--- src/rtl/hazard_ctrl.sv ---
// Hazard sequencing for the 5-stage MIPS pipe: load-use bubble, EX branch flush, syscall halt/resume.
// Statistics counters are built only when HAZ_STATS_EN is defined; otherwise they read as zero.
module hazard_ctrl #(
  parameter int CNT_W = 32,
  parameter int PC_W  = 32
) (
  input  logic             clk,
  input  logic             rst_n,
  input  logic [5:0]       op_id,
  input  logic [5:0]       func_id,
  input  logic [4:0]       ra_id,
  input  logic [4:0]       rb_id,
  input  logic [4:0]       rd_ex,
  input  logic             memrd_ex,
  input  logic             we_ex,
  input  logic             br_taken_ex,
  input  logic             syscall_ex,
  input  logic             halt_req,
  input  logic [PC_W-1:0]  pc_ex,
  input  logic             go,
  output logic             pc_en,
  output logic             ifid_en,
  output logic             ifid_flush,
  output logic             idex_flush,
  output logic             halted,
  output logic             redirect,
  output logic [PC_W-1:0]  redirect_pc,
  output logic [CNT_W-1:0] cycle_cnt,
  output logic [CNT_W-1:0] stall_cnt,
  output logic [CNT_W-1:0] flush_cnt
);

  localparam logic [1:0] ST_RUN  = 2'd0;
  localparam logic [1:0] ST_LU   = 2'd1;
  localparam logic [1:0] ST_HALT = 2'd2;

  logic [1:0]      state_r;
  logic [1:0]      state_nx_s;
  logic            go_q_r;
  logic            redirect_r;
  logic [PC_W-1:0] redirect_pc_r;
  logic            uses_a_s;
  logic            uses_b_s;
  logic            lu_s;
  logic            hreq_s;
  logic            go_rise_s;
  logic            capture_s;
  logic            stall_ev_s;
  logic            flush_ev_s;

  // Decode whether the ID instruction reads rs
  always_comb begin
    case (op_id)
      6'h02, 6'h03: uses_a_s = 1'b0;
      default:      uses_a_s = 1'b1;
    endcase
  end

  // Decode whether the ID instruction reads rt
  always_comb begin
    uses_b_s = 1'b0;
    case (op_id)
      6'h00: begin
        case (func_id)
          6'h20, 6'h21, 6'h22, 6'h24, 6'h25,
          6'h26, 6'h27, 6'h2a, 6'h2b, 6'h0c: uses_b_s = 1'b1;
          default:                           uses_b_s = 1'b0;
        endcase
      end
      6'h04, 6'h05, 6'h2b, 6'h29: uses_b_s = 1'b1;
      default:                    uses_b_s = 1'b0;
    endcase
  end

  assign lu_s      = memrd_ex & we_ex & (rd_ex != 5'd0) &
                     (((rd_ex == ra_id) & uses_a_s) | ((rd_ex == rb_id) & uses_b_s));
  assign hreq_s    = syscall_ex & halt_req;
  assign go_rise_s = go & ~go_q_r;

  // Control outputs and next state; the redirect cycle ignores hazards
  always_comb begin
    pc_en      = 1'b1;
    ifid_en    = 1'b1;
    ifid_flush = 1'b0;
    idex_flush = 1'b0;
    state_nx_s = ST_RUN;
    capture_s  = 1'b0;
    stall_ev_s = 1'b0;
    flush_ev_s = 1'b0;
    case (state_r)
      ST_HALT: begin
        pc_en      = 1'b0;
        ifid_en    = 1'b0;
        ifid_flush = 1'b1;
        idex_flush = 1'b1;
        if (go_rise_s) state_nx_s = ST_RUN;
        else           state_nx_s = ST_HALT;
      end
      ST_RUN, ST_LU: begin
        if (redirect_r) begin
          ifid_flush = 1'b1;
        end else if (hreq_s) begin
          pc_en      = 1'b0;
          ifid_en    = 1'b0;
          ifid_flush = 1'b1;
          idex_flush = 1'b1;
          capture_s  = 1'b1;
          state_nx_s = ST_HALT;
        end else if (br_taken_ex) begin
          ifid_flush = 1'b1;
          idex_flush = 1'b1;
          flush_ev_s = 1'b1;
        end else if (lu_s && (state_r == ST_RUN)) begin
          pc_en      = 1'b0;
          ifid_en    = 1'b0;
          idex_flush = 1'b1;
          stall_ev_s = 1'b1;
          state_nx_s = ST_LU;
        end else begin
          state_nx_s = ST_RUN;
        end
      end
      default: state_nx_s = ST_RUN;
    endcase
  end

  // State, go edge history, redirect pulse and resume target
  always_ff @(posedge clk or negedge rst_n) begin
    if (!rst_n) begin
      state_r       <= ST_RUN;
      go_q_r        <= 1'b0;
      redirect_r    <= 1'b0;
      redirect_pc_r <= {PC_W{1'b0}};
    end else begin
      state_r    <= state_nx_s;
      go_q_r     <= go;
      redirect_r <= (state_r == ST_HALT) & go_rise_s;
      if (capture_s) redirect_pc_r <= pc_ex + PC_W'(4);
      else           redirect_pc_r <= redirect_pc_r;
    end
  end

  assign halted      = (state_r == ST_HALT);
  assign redirect    = redirect_r;
  assign redirect_pc = redirect_pc_r;

`ifdef HAZ_STATS_EN
  logic [CNT_W-1:0] cycle_cnt_r;
  logic [CNT_W-1:0] stall_cnt_r;
  logic [CNT_W-1:0] flush_cnt_r;

  function automatic logic [CNT_W-1:0] sat_inc(input logic [CNT_W-1:0] v);
    return (&v) ? v : v + CNT_W'(1);
  endfunction

  // Saturating statistics counters
  always_ff @(posedge clk or negedge rst_n) begin
    if (!rst_n) begin
      cycle_cnt_r <= {CNT_W{1'b0}};
      stall_cnt_r <= {CNT_W{1'b0}};
      flush_cnt_r <= {CNT_W{1'b0}};
    end else begin
      if (state_r != ST_HALT) cycle_cnt_r <= sat_inc(cycle_cnt_r);
      if (stall_ev_s)         stall_cnt_r <= sat_inc(stall_cnt_r);
      if (flush_ev_s)         flush_cnt_r <= sat_inc(flush_cnt_r);
    end
  end

  assign cycle_cnt = cycle_cnt_r;
  assign stall_cnt = stall_cnt_r;
  assign flush_cnt = flush_cnt_r;
`else
  logic stats_unused_s;
  assign stats_unused_s = stall_ev_s ^ flush_ev_s;
  assign cycle_cnt = {CNT_W{1'b0}};
  assign stall_cnt = {CNT_W{1'b0}};
  assign flush_cnt = {CNT_W{1'b0}};
`endif

endmodule

--- config.mk ---
export PLATFORM = sky130hd
export DESIGN_NAME = hazard_ctrl
export DESIGN_NICKNAME = d
export VERILOG_FILES = /design/src/rtl/hazard_ctrl.sv
export SDC_FILE = /design/constraint.sdc
export NUM_CORES = 1
export LEC_CHECK = 0
export CORE_MARGIN = 5
export CORE_UTILIZATION = 38
export DETAILED_ROUTE_END_ITERATION = 8
export PLACE_DENSITY = 0.95
export SLEW_MARGIN = 25
export SYNTH_ARGS = -nofsm -noshare
export SYNTH_HDL_FRONTEND = slang
export SYNTH_SLANG_ARGS = --single-unit
--- constraint.sdc ---
create_clock -name clk -period 3.8 [get_ports clk]
set_input_delay 0.95 -clock clk [delete_from_list [all_inputs] [get_ports clk]]
set_output_delay 0.95 -clock clk [all_outputs]
set_load 0.02 [all_outputs]
# ---- Yosys cells after proc, flatten, opt, wreduce, memory -nomap -nowiden
# Index checks and enable logic that the tools add are counted.
dict set report totals {
  register_bits 36
  inputBits 67
  output_inout_bits 134
  wordCells 69
}
dict set report classes {
  n_addsub 1
  eq_ne 20
  n_mux 26
  n_bitwise 10
  n_reduce_logical 8
}
# op count
set op_table {}
lappend op_table {{6-bit == test, second input constant} 11}
lappend op_table {{32-bit by 3-bit adder with 32-bit output, second input constant} 1}
lappend op_table {{1-bit 2-to-1 mux} 18}
lappend op_table {{6-bit by 2-bit == test with 1-bit output, second input constant} 2}
lappend op_table {{6-bit by 3-bit == test with 1-bit output, second input constant} 2}
lappend op_table {{5-bit == test} 2}
lappend op_table {{10-bit OR reduction} 1}
lappend op_table {{1-bit AND} 8}
lappend op_table {{1-bit one-hot mux with 2 select lines} 4}
lappend op_table {{6-bit by 4-bit == test with 1-bit output, second input constant} 1}
lappend op_table {{6-bit logical NOT} 1}
lappend op_table {{2-bit 2-to-1 mux} 3}
lappend op_table {{5-bit nonzero test} 1}
lappend op_table {{2-bit one-hot mux with 2 select lines} 1}
lappend op_table {{2-bit OR reduction} 2}
lappend op_table {{4-bit OR reduction} 1}
lappend op_table {{2-bit by 1-bit == test with 1-bit output, second input constant} 1}
lappend op_table {{2-bit == test, second input constant} 1}
lappend op_table {{2-bit logical NOT} 1}
lappend op_table {{1-bit logical AND} 1}
lappend op_table {{1-bit NOT} 1}
lappend op_table {{1-bit bitwise OR} 1}

# ---- Longest topological paths before layout
dict set report logic_depth {
  ltp_word 13
  ltp_mapped 7
  ltp_nobuf 6
}

# ---- Least setup slack after synthesis
# OpenSTA, ideal clock, no wires.
dict set report synth_timing {
  kind {in2out}
  start {input rd_ex[1]}
  end {output pc_en}
  arrival_time_ns 2.326
  t_required_ns 2.850
  setup_slack_ns 0.524
  stages 6
  n_path_buf 1
  path_cell_list {or4_4 > o211ai_2 > nor4_1 > a2bb2oi_1 > o21a_1 > buf_4}
}
dict set report synth_via {
  elab_chain_cells 10
  word_cells_on_any_way 14
  cone_classes {2 x eq/ne; 5 x mux; 5 x bitwise; 2 x reduce/logical}
}
# item line_no
set synth_lines {}
lappend synth_lines {{start, declared} 13} ;# input logic [4:0] rd_ex,
lappend synth_lines {{5-bit == test} 76} ;# (((rd_ex == ra_id) & uses_a_s) | ((rd_ex == rb_id) & uses_b_s));
lappend synth_lines {{1-bit AND} 76}
lappend synth_lines {{1-bit bitwise OR} 76}
lappend synth_lines {{1-bit AND *} 75} ;# assign lu_s = memrd_ex & we_ex & (rd_ex != 5'd0) &
lappend synth_lines {{1-bit logical AND *} 113} ;# end else if (lu_s && (state_r == ST_RUN)) begin
lappend synth_lines {{1-bit 2-to-1 mux * (4 in series)} -}
lappend synth_lines {{1-bit one-hot mux with 2 select lines *} -}
lappend synth_lines {{end, declared} 21} ;# output logic pc_en,
# Every way passes the cells marked *; elsewhere a longest branch is shown, timed or not.

# ---- Worst setup path in the final report
dict set report layout_timing {
  start {input rd_ex[1]}
  end {output idex_flush}
}
dict set report layout_via {
  elab_chain_cells 10
  word_cells_on_any_way 14
  cone_classes {2 x eq/ne; 5 x mux; 5 x bitwise; 2 x reduce/logical}
}
# item line_no
set layout_lines {}
lappend layout_lines {{5-bit == test} 76}
lappend layout_lines {{1-bit AND} 76}
lappend layout_lines {{1-bit bitwise OR} 76}
lappend layout_lines {{1-bit AND *} 75}
lappend layout_lines {{1-bit logical AND *} 113}
lappend layout_lines {{1-bit 2-to-1 mux *} 113}
lappend layout_lines {{1-bit 2-to-1 mux *} 109} ;# end else if (br_taken_ex) begin
lappend layout_lines {{1-bit 2-to-1 mux *} 102} ;# end else if (hreq_s) begin
lappend layout_lines {{1-bit 2-to-1 mux *} 100} ;# if (redirect_r) begin
lappend layout_lines {{1-bit one-hot mux with 2 select lines *} 90} ;# case (state_r)
lappend layout_lines {{end, declared} 24} ;# output logic idex_flush,
# Marks and branches as above.

==> reports/qor.csv <==
metric;value;unit
outcome;finished clean;
cts_tree;built;
antenna_found_initial;0;
hold_ws;455;ps
cts_buffer_depth;2;
min_period_over_period;0.976;
seqCellArea;901;sq um
hold_class;flop to flop;
fmax;270;MHz
grt_util_all_layers;0.150;
tightest_slew;839;ps
total_power;1.59;mW
hpwl;6210;um
nets;504;
hold_depth;1;
grt_pass1_vias;2301;
drc;0;
rsz0062_at_grt;yes;
seqPwrFrac;0.351;
drt-initial-drc-count;44;
h-tree-depth;2;
cp-start-kind;input pin;
viasPerCell;4.41;
io_pins;201;
synthCells;330;
yosysMostFrequentCell;buf_4;
core_area;7250;sq um
finClkSkew;15.1;ps
synth_edf_count;0;
wl_per_cell;14.0;um
switching_share;0.399;
r2r-start;redirect;
vias;2362;
synth-seq-cells;36;
die_y;96.1;um
place_congestion;0.730;
power_density;426;nW/um^2
hold_violations;0;
yosysTopAreaCell;dfrtp_1;
synth_area;2820;sq um
setup_viol;0;
min-delay-start;go_q_r;
ys_types;39;
drv_slew;0;
cts_hold_buf;0;
rr_worst_depth;6;
worstPathMaxFanout;2;
grt_pass1_wl;10900;um
min_period;3710;ps
fill_cells;716;
antenna_cells;0;
clkTransAtPathRegs;80;ps
clock_latency;290;ps
avgSynthCellArea;8.54;sq um
synth_common_cells;buf_4, nand2_1, dfrtp_1;
relSlewSlack;0.441;
synth_top_area_share;0.320;
drtPass1Iterations;6;
ys_seq_area_frac;0.320;
cts.sinks;36;
wirelength;7520;um
critPathArrivalTime;2760;ps
required;2850;ps
initial_core_util;0.389;
yosys_most_used_dff;dfrtp_1;
dieArea;9240;sq um
yosysWarnings;0;
worstSetupPathType;input pin to output port;
port-buffer-count;104;
multi_input_area;1560;sq um
endpoint_kind;output port;
fin_util;0.515;
ant_nets;0;
p_leak;1.68;nW
reg2reg_to;state_r[0];
r2r_slack;2080;ps
internal_power;0.956;mW
rows;31;
ys_async_sr_fraction;1.00;
switching_power;0.634;mW
syn_to_final_growth;32.5;%
clock-root-buffer;clkbuf_8;
layout-drive-gt1-share;0.0618;
ir_worst_vdd;0.172;mV
grt.overflow.total;0;
cap_violations;0;
pwr-share-clk;0.170;
cts_buffers;5;
min_to;redirect;
grt_max_degree;63;
p_comb_frac;0.478;
synthTopCellsByArea;dfrtp_1, buf_4, xor2_1;
die_x;96.1;um
==> stage by stage <==
step	instance area, sq um	setup TNS, ps	cells	setup WS (ps)
global placement	3620	-980	528	-334
global route	3740	0	536	0.112
floorplan	3180	0	425	524
detailed placement	3620	-1100	528	-380
finish	3740	0	536	89.9
CTS	3720	0	536	4.70
==> logic make-up after synthesis <==
| group | synth area share |
|---|---|
| buffers and inverters | 0.274 |
| AOI/OAI and AO/OA | 0.0821 |
| xor gates and xnor gates | 0.118 |
| and+or+nand+nor | 0.201 |
| adders and majority gates | 0.00444 |
| other | 0.00133 |
| DFF | 0.320 |
==> routing by layer <==
layer | GRT usage | vias up | wire, um
li1 | - | 1132 | -
met1 | 0.162 | 1089 | 2680
met2 | 0.278 | 128 | 3980
met3 | 0.0391 | 13 | 740
met4 | 0.0557 | 0 | 122
met5 | 0 | - | 0
==> state kept, by name, indices dropped and copies added, names as in the netlist <==
register and count:
go_q_r 1, redirect_pc 32, redirect 1, state_r 2
==> cell usage in the layout, fill, tap and decap left out, types with 5 or more instances in the layout <==
| cell type | n |
|---|---|
| and3_1 | 13 |
| buf_4 | 6 |
| clkbuf_8 | 5 |
| clkdlybuf4s50_1 | 100 |
| conb_1 | 96 |
| dfrtp_1 | 36 |
| nand2_1 | 46 |
| nand3_1 | 14 |
| nand4_1 | 10 |
| o21ai_0 | 17 |
| o21ai_1 | 13 |
| xnor2_1 | 11 |
| xor2_1 | 27 |
==> worst max path at each step <==
stage	from	to	slack, ps	cells past startpoint
3_5_place_dp	op_id[3]	pc_en	-380	7
3_3_place_gp	rd_ex[1]	ifid_en	-330	7
5_1_grt	rd_ex[1]	idex_flush	0.1	8
2_1_floorplan	rd_ex[1]	pc_en	520	6
6_report	rd_ex[1]	idex_flush	90	8
4_1_cts	rd_ex[1]	idex_flush	5	8
==> worst max-delay path, cell delays in order <==
cell and delay (ps):
clkdlybuf4s50_1 420, or4_4 560, o211ai_4 230, nor4_2 90, a2bb2oi_2 170, buf_4 140
nand2_1 40, buf_2 160
==> power groups by stage <==
stage                     registers, mW  clock network, mW  logic (mW)
after floorplan                   0.696                  0       0.319
after global placement            0.561                  0       0.747
after detailed placement          0.566                  0       0.767
after CTS                         0.560              0.283       0.766
after global routing              0.577              0.303       0.819
final                             0.559              0.271       0.761
==> timing repair <==
action	in CTS	in global routing
endpoints found under the hold margin	0	0
pin swaps	1	2
resized for setup	11	7
setup buffers	0	0
endpoints found under the setup margin	3	3
==> final cells by class <==
cell class | count | area share
timing repair buffer | 110 | 0.285
tap | 99 | 0.0332
clock buffer | 7 | 0.0204
inverter | 1 | 0.00100
sequential | 36 | 0.241
multi-input combinational | 282 | 0.417
clock inverter | 1 | 0.00234
(Power assumes the default switching activity.)
